### config.mk
export PLATFORM = sky130hd
export DESIGN_NAME = cam_pattern_tx_flat
export DESIGN_NICKNAME = d
export VERILOG_FILES = /design/src/rtl/cam_pattern_tx_if.sv /design/src/rtl/cam_pattern_tx.sv /design/src/flat_wrapper.sv
export SDC_FILE = /design/constraint.sdc
export NUM_CORES = 1
export LEC_CHECK = 0
export ABC_AREA = 0
export CAP_MARGIN = 15
export CORE_MARGIN = 3
export CORE_UTILIZATION = 33
export DETAILED_ROUTE_END_ITERATION = 6
export SLEW_MARGIN = 10
export SYNTH_ARGS = -nofsm -noshare
export SYNTH_HDL_FRONTEND = slang
export SYNTH_SLANG_ARGS = --single-unit
export TNS_END_PERCENT = 50
### constraint.sdc
create_clock -name pclk -period 4.6 [get_ports pclk]
set_input_delay 0.69 -clock pclk [delete_from_list [all_inputs] [get_ports pclk]]
set_output_delay 0.69 -clock pclk [all_outputs]
set_load 0.05 [all_outputs]
### src/rtl/cam_pattern_tx_if.sv
// Camera-side byte bus: sync strobes, pixel byte and frame bookkeeping.
// The master drives every signal; the slave (capture path or bench) only observes.
interface cam_pattern_tx_if;
    logic       href;
    logic       vsync;
    logic [7:0] cam_data;
    logic       frame_start;
    logic [7:0] frame_count;

    // No back-pressure: a byte is valid on every cycle href is high.
    modport master (output href, vsync, cam_data, frame_start, frame_count);
    modport slave  (input  href, vsync, cam_data, frame_start, frame_count);
endinterface

### src/rtl/cam_pattern_tx.sv
// OV7670-style frame generator with test patterns.
// Outputs are registered from the next-state values, so they stay aligned with the counters.
module cam_pattern_tx #(
    parameter int H_ACTIVE    = 640,
    parameter int H_BLANK     = 144,
    parameter int V_ACTIVE    = 480,
    parameter int VSYNC_LINES = 3,
    parameter int V_BACK      = 17,
    parameter int V_FRONT     = 10
) (
    input  logic             pclk,
    input  logic             reset,
    input  logic             enable,
    input  logic [1:0]       pattern_sel,
    cam_pattern_tx_if.master bus,
    output logic [2:0]       dbg_state
);
    localparam int L            = 2 * H_ACTIVE + H_BLANK;
    localparam int F            = VSYNC_LINES + V_BACK + V_ACTIVE + V_FRONT;
    localparam int BW           = (L > 1) ? $clog2(L) : 1;
    localparam int LW           = (F > 1) ? $clog2(F) : 1;
    localparam int FIRST_ACTIVE = VSYNC_LINES + V_BACK;
    localparam int BAR_W        = H_ACTIVE / 8;

    typedef enum logic [2:0] {
        s_off    = 3'd0,
        s_vsync  = 3'd1,
        s_vback  = 3'd2,
        s_active = 3'd3,
        s_vfront = 3'd4
    } state_t;

    state_t          state, state_n;
    logic [BW-1:0]   byte_cnt, byte_n;
    logic [LW-1:0]   line_cnt, line_n;
    logic [1:0]      pat_q, pat_n;
    logic [7:0]      fc_q, fc_n;
    logic            href_q, vsync_q, fs_q;
    logic [7:0]      data_q;

    logic            href_n, vsync_n, fs_n;
    logic [7:0]      data_n;
    logic [9:0]      x, y;
    logic [2:0]      bar;
    logic [15:0]     pixel;

    // Region of the frame a given line belongs to; empty regions fall through naturally.
    function automatic state_t line_state(input logic [LW-1:0] ln);
        int lv;
        lv = int'(ln);
        if (lv < VSYNC_LINES)                     return s_vsync;
        else if (lv < FIRST_ACTIVE)               return s_vback;
        else if (lv < FIRST_ACTIVE + V_ACTIVE)    return s_active;
        else                                      return s_vfront;
    endfunction

    always_comb begin
        state_n = state;
        byte_n  = byte_cnt;
        line_n  = line_cnt;
        pat_n   = pat_q;
        fc_n    = fc_q;
        fs_n    = 1'b0;
        href_n  = 1'b0;
        vsync_n = 1'b0;
        data_n  = 8'h00;
        x       = '0;
        y       = '0;
        bar     = '0;
        pixel   = '0;

        case (state)
            s_off: begin
                if (enable) begin
                    state_n = s_vsync;
                    byte_n  = '0;
                    line_n  = '0;
                    pat_n   = pattern_sel;
                    fs_n    = 1'b1;
                end
            end
            default: begin
                if (int'(byte_cnt) == L - 1) begin
                    byte_n = '0;
                    if (int'(line_cnt) == F - 1) begin
                        // Frame boundary: count it, then either restart or go idle.
                        line_n = '0;
                        fc_n   = fc_q + 8'd1;
                        if (enable) begin
                            state_n = s_vsync;
                            pat_n   = pattern_sel;
                            fs_n    = 1'b1;
                        end else begin
                            state_n = s_off;
                        end
                    end else begin
                        line_n  = line_cnt + LW'(1);
                        state_n = line_state(line_n);
                    end
                end else begin
                    byte_n = byte_cnt + BW'(1);
                end
            end
        endcase

        href_n  = (state_n == s_active) && (int'(byte_n) < 2 * H_ACTIVE);
        vsync_n = (state_n == s_vsync);

        x   = 10'(byte_n >> 1);
        y   = 10'(line_n) - 10'(FIRST_ACTIVE);
        bar = 3'(x / 10'(BAR_W));

        case (pat_n)
            2'd0: pixel = {6'b0, x};
            2'd1: pixel = {6'b0, y};
            2'd2: begin
                case (bar)
                    3'd0:    pixel = 16'hFFFF;
                    3'd1:    pixel = 16'hFFE0;
                    3'd2:    pixel = 16'h07FF;
                    3'd3:    pixel = 16'h07E0;
                    3'd4:    pixel = 16'hF81F;
                    3'd5:    pixel = 16'hF800;
                    3'd6:    pixel = 16'h001F;
                    default: pixel = 16'h0000;
                endcase
            end
            default: pixel = {fc_n, x[7:0]};
        endcase

        if (href_n) data_n = byte_n[0] ? pixel[7:0] : pixel[15:8];
    end

    always_ff @(posedge pclk or negedge reset) begin
        if (!reset) begin
            state    <= s_off;
            byte_cnt <= '0;
            line_cnt <= '0;
            pat_q    <= '0;
            fc_q     <= '0;
            href_q   <= 1'b0;
            vsync_q  <= 1'b0;
            fs_q     <= 1'b0;
            data_q   <= 8'h00;
        end else begin
            state    <= state_n;
            byte_cnt <= byte_n;
            line_cnt <= line_n;
            pat_q    <= pat_n;
            fc_q     <= fc_n;
            href_q   <= href_n;
            vsync_q  <= vsync_n;
            fs_q     <= fs_n;
            data_q   <= data_n;
        end
    end

    assign bus.href        = href_q;
    assign bus.vsync       = vsync_q;
    assign bus.cam_data    = data_q;
    assign bus.frame_start = fs_q;
    assign bus.frame_count = fc_q;
    assign dbg_state       = state;
endmodule

### src/flat_wrapper.sv
// flat-port wrapper written by rule: the top's interface ports become plain ports
module cam_pattern_tx_flat 
#(
    parameter int H_ACTIVE    = 640,
    parameter int H_BLANK     = 144,
    parameter int V_ACTIVE    = 480,
    parameter int VSYNC_LINES = 3,
    parameter int V_BACK      = 17,
    parameter int V_FRONT     = 10
)
  (pclk, reset, enable, pattern_sel, dbg_state, bus_href, bus_vsync, bus_cam_data, bus_frame_start, bus_frame_count);
  cam_pattern_tx_if bus_i ();
  input  logic pclk;
  input  logic reset;
  input  logic enable;
  input  logic [1:0] pattern_sel;
  output logic [2:0] dbg_state;
  output wire logic [$bits(bus_i.href)-1:0] bus_href;
  output wire logic [$bits(bus_i.vsync)-1:0] bus_vsync;
  output wire logic [$bits(bus_i.cam_data)-1:0] bus_cam_data;
  output wire logic [$bits(bus_i.frame_start)-1:0] bus_frame_start;
  output wire logic [$bits(bus_i.frame_count)-1:0] bus_frame_count;
  assign bus_href = bus_i.href;
  assign bus_vsync = bus_i.vsync;
  assign bus_cam_data = bus_i.cam_data;
  assign bus_frame_start = bus_i.frame_start;
  assign bus_frame_count = bus_i.frame_count;
  cam_pattern_tx #(.H_ACTIVE(H_ACTIVE), .H_BLANK(H_BLANK), .V_ACTIVE(V_ACTIVE), .VSYNC_LINES(VSYNC_LINES), .V_BACK(V_BACK), .V_FRONT(V_FRONT)) u_core (.pclk(pclk), .reset(reset), .enable(enable), .pattern_sel(pattern_sel), .bus(bus_i), .dbg_state(dbg_state));
endmodule
==> flow_summary.toml, run 1 <==
[worst_hold_path]
hp-class = "reg -> reg"
whs_path_depth = 1
hold_end = "u_core.bus.frame_count[7]"
hp-start = "u_core.bus.frame_count[7]"

[detailed_routing]
drcViolationCount = 0
drtAntennaViolNets = 0
routedWlPerCell_um = 17.7
vias_per_cell = 5.98
wl_um = 8660
firstDrtPassIters = 4
vias = 2930
drtIter0Drc = 171

[floorplan]
coreArea_mm2 = 0.00893
io_pins = 27
dieArea_mm2 = 0.0106
rows = 34
initial_core_util_pct = 34.8
die_w_um = 103
die_h_um = 103

[synth]
syn-cell-area_mm2 = 0.00311
synth_most_common_cell = "dfrtp_1"
synth_mux_area_share_pct = 1.01
synth_top_cells_by_count = "dfrtp_1, nand2_1, o21ai_0"
ys_ff_latch = 44
synth_compound_area_share_pct = 26.1
synth_edf_count = 0
synthCells = 357
synth_top_family_by_area = "compound AO/OA/AOI/OAI gates"
synth_top_area_share_pct = 35.4
synth_warnings = 0
ys.flop_type = "dfrtp_1"
synth_area_leaders = "dfrtp_1, nand2_1, o21ai_0"
postSynthNetCount = 367
synth-xor-area-share_pct = 3.66
synth.distinct_cells = 73
synth-seq-area-share_pct = 35.4
async_flop_share_pct = 100
synthAdderAreaFrac_pct = 2.70
syn_area_per_cell_um2 = 8.70
synth_simple_gate_area_share_pct = 26.0
synth_area_leader_cell = "dfrtp_1"

[setup_path]
critPathRequiredTime_ns = 4.78
rrSetupSlack_ns = 1.01
worstPathArrival_ns = 3.81
r2r-start = "u_core.byte_cnt[5]"
crit_type = "in -> reg"
cp-startpoint = "enable"
cp_max_fo = 13
startpoint_type = "input pin"
cp-end-kind = "flip-flop"
reg2reg_depth = 10
r2r_end = "u_core.bus.cam_data[0]"

[global_routing]
grt_use_total_pct = 17.3
grt_pass1_vias = 2873
antenna_found_initial = 0
grt-ovfl-total = 0
grt_pass1_wl_um = 14500
grt_start_max_net_pins = 45

[clocking]
cts_made_buffers = 5
tritoncts = "done"
hold_buffers = 0
cts_resized = 0
post_cts_buffers = 0
cts_buffer_depth = 2
h-tree-depth = 2
path_clk_slew_ns = 0.09
cts-root-buf = "clkbuf_8"
clock_latency_ns = 0.30
cts_sinks = 44

[sta]
hold_viol = 0
fin_ws_ns = 0.962
maxSlewViolCount = 0
fmax_mhz = 275
tns_ns = 0
setup_viol = 0
rsz0062_at_grt = "false"
fin_crit_ns = 3.64
fin_hold_ws_ns = 0.519
period_share_pct = 79.1
clock_skew_ns = 0.0109
maxSlewHeadroom_pct = 32.5
worstMarginPinSlew_ns = 1.01

[placed_design]
place_hpwl_um = 6440
pre_cts_ws_ns = 0.661
port_buffers = 26
place_area_mm2 = 0.00347
place_inst = 482
gp_congestion = 0.896

[pwr]
vdd_drop_max_v = 0.000210
power_density_mw_per_mm2 = 373
leakagePower_nw = 1.43

[finish]
area_growth_pct = 15.2
nets = 391
fillers = 918
fin_area_mm2 = 0.00358
stdcell_count = 490
drive_above_1_share_pct = 10.7
num_antenna_cells = 0

[flow_run]
maxCapViolCount = 0

[outcome]
outcome = "finished clean"
## placed cells by master (no fill, tap or decap), types with 5 or more instances in the layout
cell type	netlist	layout
a221oi_1	5	5
clkbuf_8	0	5
dfrtp_1	44	44
o211ai_1	7	7
or2_2	5	5
nand3_1	15	15
nand2_1	35	35
nand4_1	12	12
and3_1	7	7
inv_1	19	19
nor3_1	19	19
o21ai_0	21	21
nor4_1	6	6
clkdlybuf4s50_1	0	25
ha_1	5	5
nor2_1	19	19
a31oi_1	7	7
a211oi_1	10	10
xnor2_1	12	12
buf_4	0	6
a21oi_1	13	13
## where the power goes
| group | internal [mW] | switching, mW |
|---|---|---|
| combinational | 0.188 | 0.378 |
| sequential | 0.425 | 0.0405 |
| clock | 0.161 | 0.143 |
## sequential cells by signal, summed over array words and instances (netlist names)
register / count
u_core.byte_cnt: 11
u_core.line_cnt: 9
u_core.bus.cam_data: 8
u_core.bus.frame_count: 8
u_core.dbg_state: 3
u_core.pat_q: 2
u_core.bus.frame_start: 1
u_core.bus.href: 1
u_core.bus.vsync: 1
## kinds of logic after synthesis
logic type                 Yosys count
AOI/OAI and AO/OA                  106
xor gates and xnor gates            13
adders and majority gates            7
buffers and inverters               37
DFF                                 44
muxes                                3
and+or+nand+nor                    147
## cell type report
class                      instances  area (um2)  share of cell area [%]
multi-input combinational        276        1850                    51.6
sequential                        44        1100                    30.8
timing repair buffer              32         300                    8.39
tap                              108         135                    3.77
inverter                          22        85.1                    2.38
clock buffer                       5        68.8                    1.92
clock inverter                     3        42.5                    1.19
## worst max path at each step
stage | end | slack, ns | cells past startpoint
after floorplan | u_core.bus.cam_data[0] | 1.51 | 9
after global placement | u_core.bus.cam_data[0] | 0.78 | 10
after detailed placement | u_core.bus.cam_data[0] | 0.66 | 10
after CTS | u_core.bus.cam_data[0] | 1.01 | 10
after global routing | u_core.bus.cam_data[1] | 0.67 | 9
final | u_core.bus.cam_data[0] | 0.96 | 10
## metrics by stage
stage / total power [mW] / util (%)
2_1_floorplan: 0.885 / -
3_3_place_gp: 1.03 / 38.8
3_5_place_dp: 1.03 / 38.8
4_1_cts: 1.34 / 40.1
5_1_grt: 1.42 / 40.1
6_report: 1.33 / 40.1
## layer usage
metal | global-route usage, % | share of wire (%)
met2 | 29.6 | 49
met3 | 1.83 | 2.9
met1 | 23.5 | 47
met5 | 0 | 0
met4 | 4.18 | 1.1
## critical path: stages
cell	delay [ns]
clkdlybuf4s50_1	0.71
or4b_2	0.71
and3_1	0.20
nor3_1	0.34
ha_1	0.26
o21bai_1	0.17
a311o_1	0.21
o211ai_1	0.10
o311ai_0	0.32
a22oi_1	0.11
(Power assumes the default switching activity.)
==> run 2: changes to the inputs <==
==> constraint.sdc (replaced) <==
create_clock -name pclk -period 3.82 [get_ports pclk]
set_input_delay 0.573 -clock pclk [delete_from_list [all_inputs] [get_ports pclk]]
set_output_delay 0.573 -clock pclk [all_outputs]
set_load 0.05 [all_outputs]
==> run 2 against run 1 <==
  * Wire length fell by 0.27%
  * Sequential power is 21% higher
  * Core utilization up 0.25 points
  * Final cell count increased by 1.2%
  * Register-to-register slack lost 0.58 ns
  * First-iteration DRC count rose by 4.1%
  * Sequential share of layout area is 0.19 points lower
  * Non-clock buffer count rose by 7
  * Total power up 15%
  * Design area rose by 0.63%
  * Highest routed layer unchanged
==> flow_summary.toml, run 2 (synthesized netlist as in run 1, its figures left out) <==
[detailed_routing]
drtAntennaViolNets = 0
drtIter0Drc = 178
firstDrtPassIters = 5
drcViolationCount = 0
vias_per_cell = 6.06
wl_um = 8640
routedWlPerCell_um = 17.4
vias = 3007

[finish]
stdcell_count = 496
nets = 398
largest_reg_flops = 11
reg.largest.list = "u_core.byte_cnt: 11 flops, u_core.line_cnt: 9 flops"
fillers = 930
layout_common_cells = "dfrtp_1, nand2_1, clkdlybuf4s50_1, o21ai_0"
area_growth_pct = 15.9
drive_above_1_share_pct = 12.1
fin_area_mm2 = 0.00360
final_common_cell = "dfrtp_1"
final_core_util_pct = 40.3
num_antenna_cells = 0
top_register = "u_core.byte_cnt"

[outcome]
outcome = "finished clean"

[setup_path]
startpoint_type = "flip-flop"
slowest_stage = "or4b_4"
path_delay_family = "compound AO/OA/AOI/OAI gates"
cp-end-kind = "flip-flop"
cp_max_fo = 8
worstPathArrival_ns = 3.58
crit_type = "reg -> reg"
cp_cell_sequence = "or4b_4 > o31ai_4 > o311a_2 > clkinv_1 > maj3_1 > a21oi_1 > nor4b_1 > a2111oi_2"
worst-path-stages = 8
critPathRequiredTime_ns = 4.01
cpPeakStageDelay_ns = 0.63
critPathBufInv = 1
reg2reg_depth = 8

[clocking]
path_clk_slew_ns = 0.09
cts-root-buf = "clkbuf_8"
clock_latency_ns = 0.30
cts_sinks = 44
h-tree-depth = 2
cts_made_buffers = 5
cts_buffer_depth = 2
cts_resized = 0
post_cts_buffers = 0
hold_buffers = 0
tritoncts = "done"

[pwr]
vdd_drop_max_v = 0.000191
switching_power_mw = 0.666
power_density_mw_per_mm2 = 426
leakagePower_nw = 1.44
sw_frac_of_total_pct = 43.4
p_clk_share_pct = 18.8
power_frac_comb_pct = 44.6
pwr-share-seq_pct = 36.6
internal_power_mw = 0.869

[sta]
period_share_pct = 88.8
clock_skew_ns = 0.0127
hold_viol = 0
fin_crit_ns = 3.39
setup_viol = 0
fmax_mhz = 295
tns_ns = 0
maxSlewViolCount = 0
maxSlewHeadroom_pct = 33.5
fin_ws_ns = 0.428
rsz0062_at_grt = "false"
worstMarginPinSlew_ns = 0.997

[worst_hold_path]
hp-class = "in -> async"

[global_routing]
grt_pass1_wl_um = 14400
grt_start_max_net_pins = 45
antenna_found_initial = 0
grt_pass1_vias = 2770
grt-ovfl-total = 0
grt_use_total_pct = 17.2

[placed_design]
place_area_mm2 = 0.00352
place_hpwl_um = 6560
gp_congestion = 0.927
place_inst = 489
pre_cts_ws_ns = 0.246
port_buffers = 26

[floorplan]
dieArea_mm2 = 0.0106
rows = 34
die_w_um = 103
initial_core_util_pct = 34.8
die_h_um = 103
coreArea_mm2 = 0.00893
io_pins = 27

[flow_run]
maxCapViolCount = 0
-- run 2: changes by cell type in the layout (fill, tap and decap cells not counted), sizes merged --
cell,change
buf,+7
bufinv,-1
-- run 2: through the flow --
stage          total power [mW]  hold slack [ns]
6_report                   1.54            0.426
5_1_grt                    1.63            0.523
4_1_cts                    1.54            0.483
3_5_place_dp               1.24            0.501
3_3_place_gp               1.25            0.497
2_1_floorplan              1.07            0.277
-- run 2: worst reg2reg max path: stages, from the launching register on --
cell       delay [ns]
dfrtp_1          0.47
or4b_4           0.63
o31ai_4          0.43
o311a_2          0.34
clkinv_1         0.25
maj3_1           0.43
a21oi_1          0.28
nor4b_1          0.11
a2111oi_2        0.35
-- run 2: worst paths after layout --
kind	from	to	slack [ns]
setup / recovery	u_core.byte_cnt[5]	u_core.bus.cam_data[1]	0.43
max in group asynchronous	reset	u_core.bus.href	2.76
hold / removal	reset	u_core.byte_cnt[4]	0.43
min in group pclk	u_core.bus.frame_count[7]	u_core.bus.frame_count[7]	0.51
hold reg to reg	u_core.bus.frame_count[7]	u_core.bus.frame_count[7]	0.51
setup reg to reg	u_core.byte_cnt[5]	u_core.bus.cam_data[1]	0.43
-- run 2: area by class of cell --
class,count,area (um2),area share (%)
multi-input combinational,276,1850,51.3
timing repair buffer,39,353,9.80
sequential,44,1100,30.6
tap,108,135,3.75
inverter,22,85.1,2.36
clock buffer,5,68.8,1.91
clock inverter,2,12.5,0.347
-- run 2: metal layers --
layer / GRT usage [%] / routed length (um) / vias to the layer above
met4: 4.98 / 132 / 0
met2: 27.4 / 4200 / 82
met3: 1.96 / 282 / 10
met5: 0 / 0 / -
met1: 24.6 / 4030 / 1481
li1: - / - / 1434
-- run 2: power by group through the flow --
stage | clock, mW | combinational (mW) | sequential [mW]
2_1_floorplan | 0 | 0.461 | 0.604
3_3_place_gp | 0 | 0.677 | 0.569
3_5_place_dp | 0 | 0.675 | 0.570
4_1_cts | 0.298 | 0.679 | 0.561
5_1_grt | 0.311 | 0.750 | 0.569
6_report | 0.289 | 0.685 | 0.561
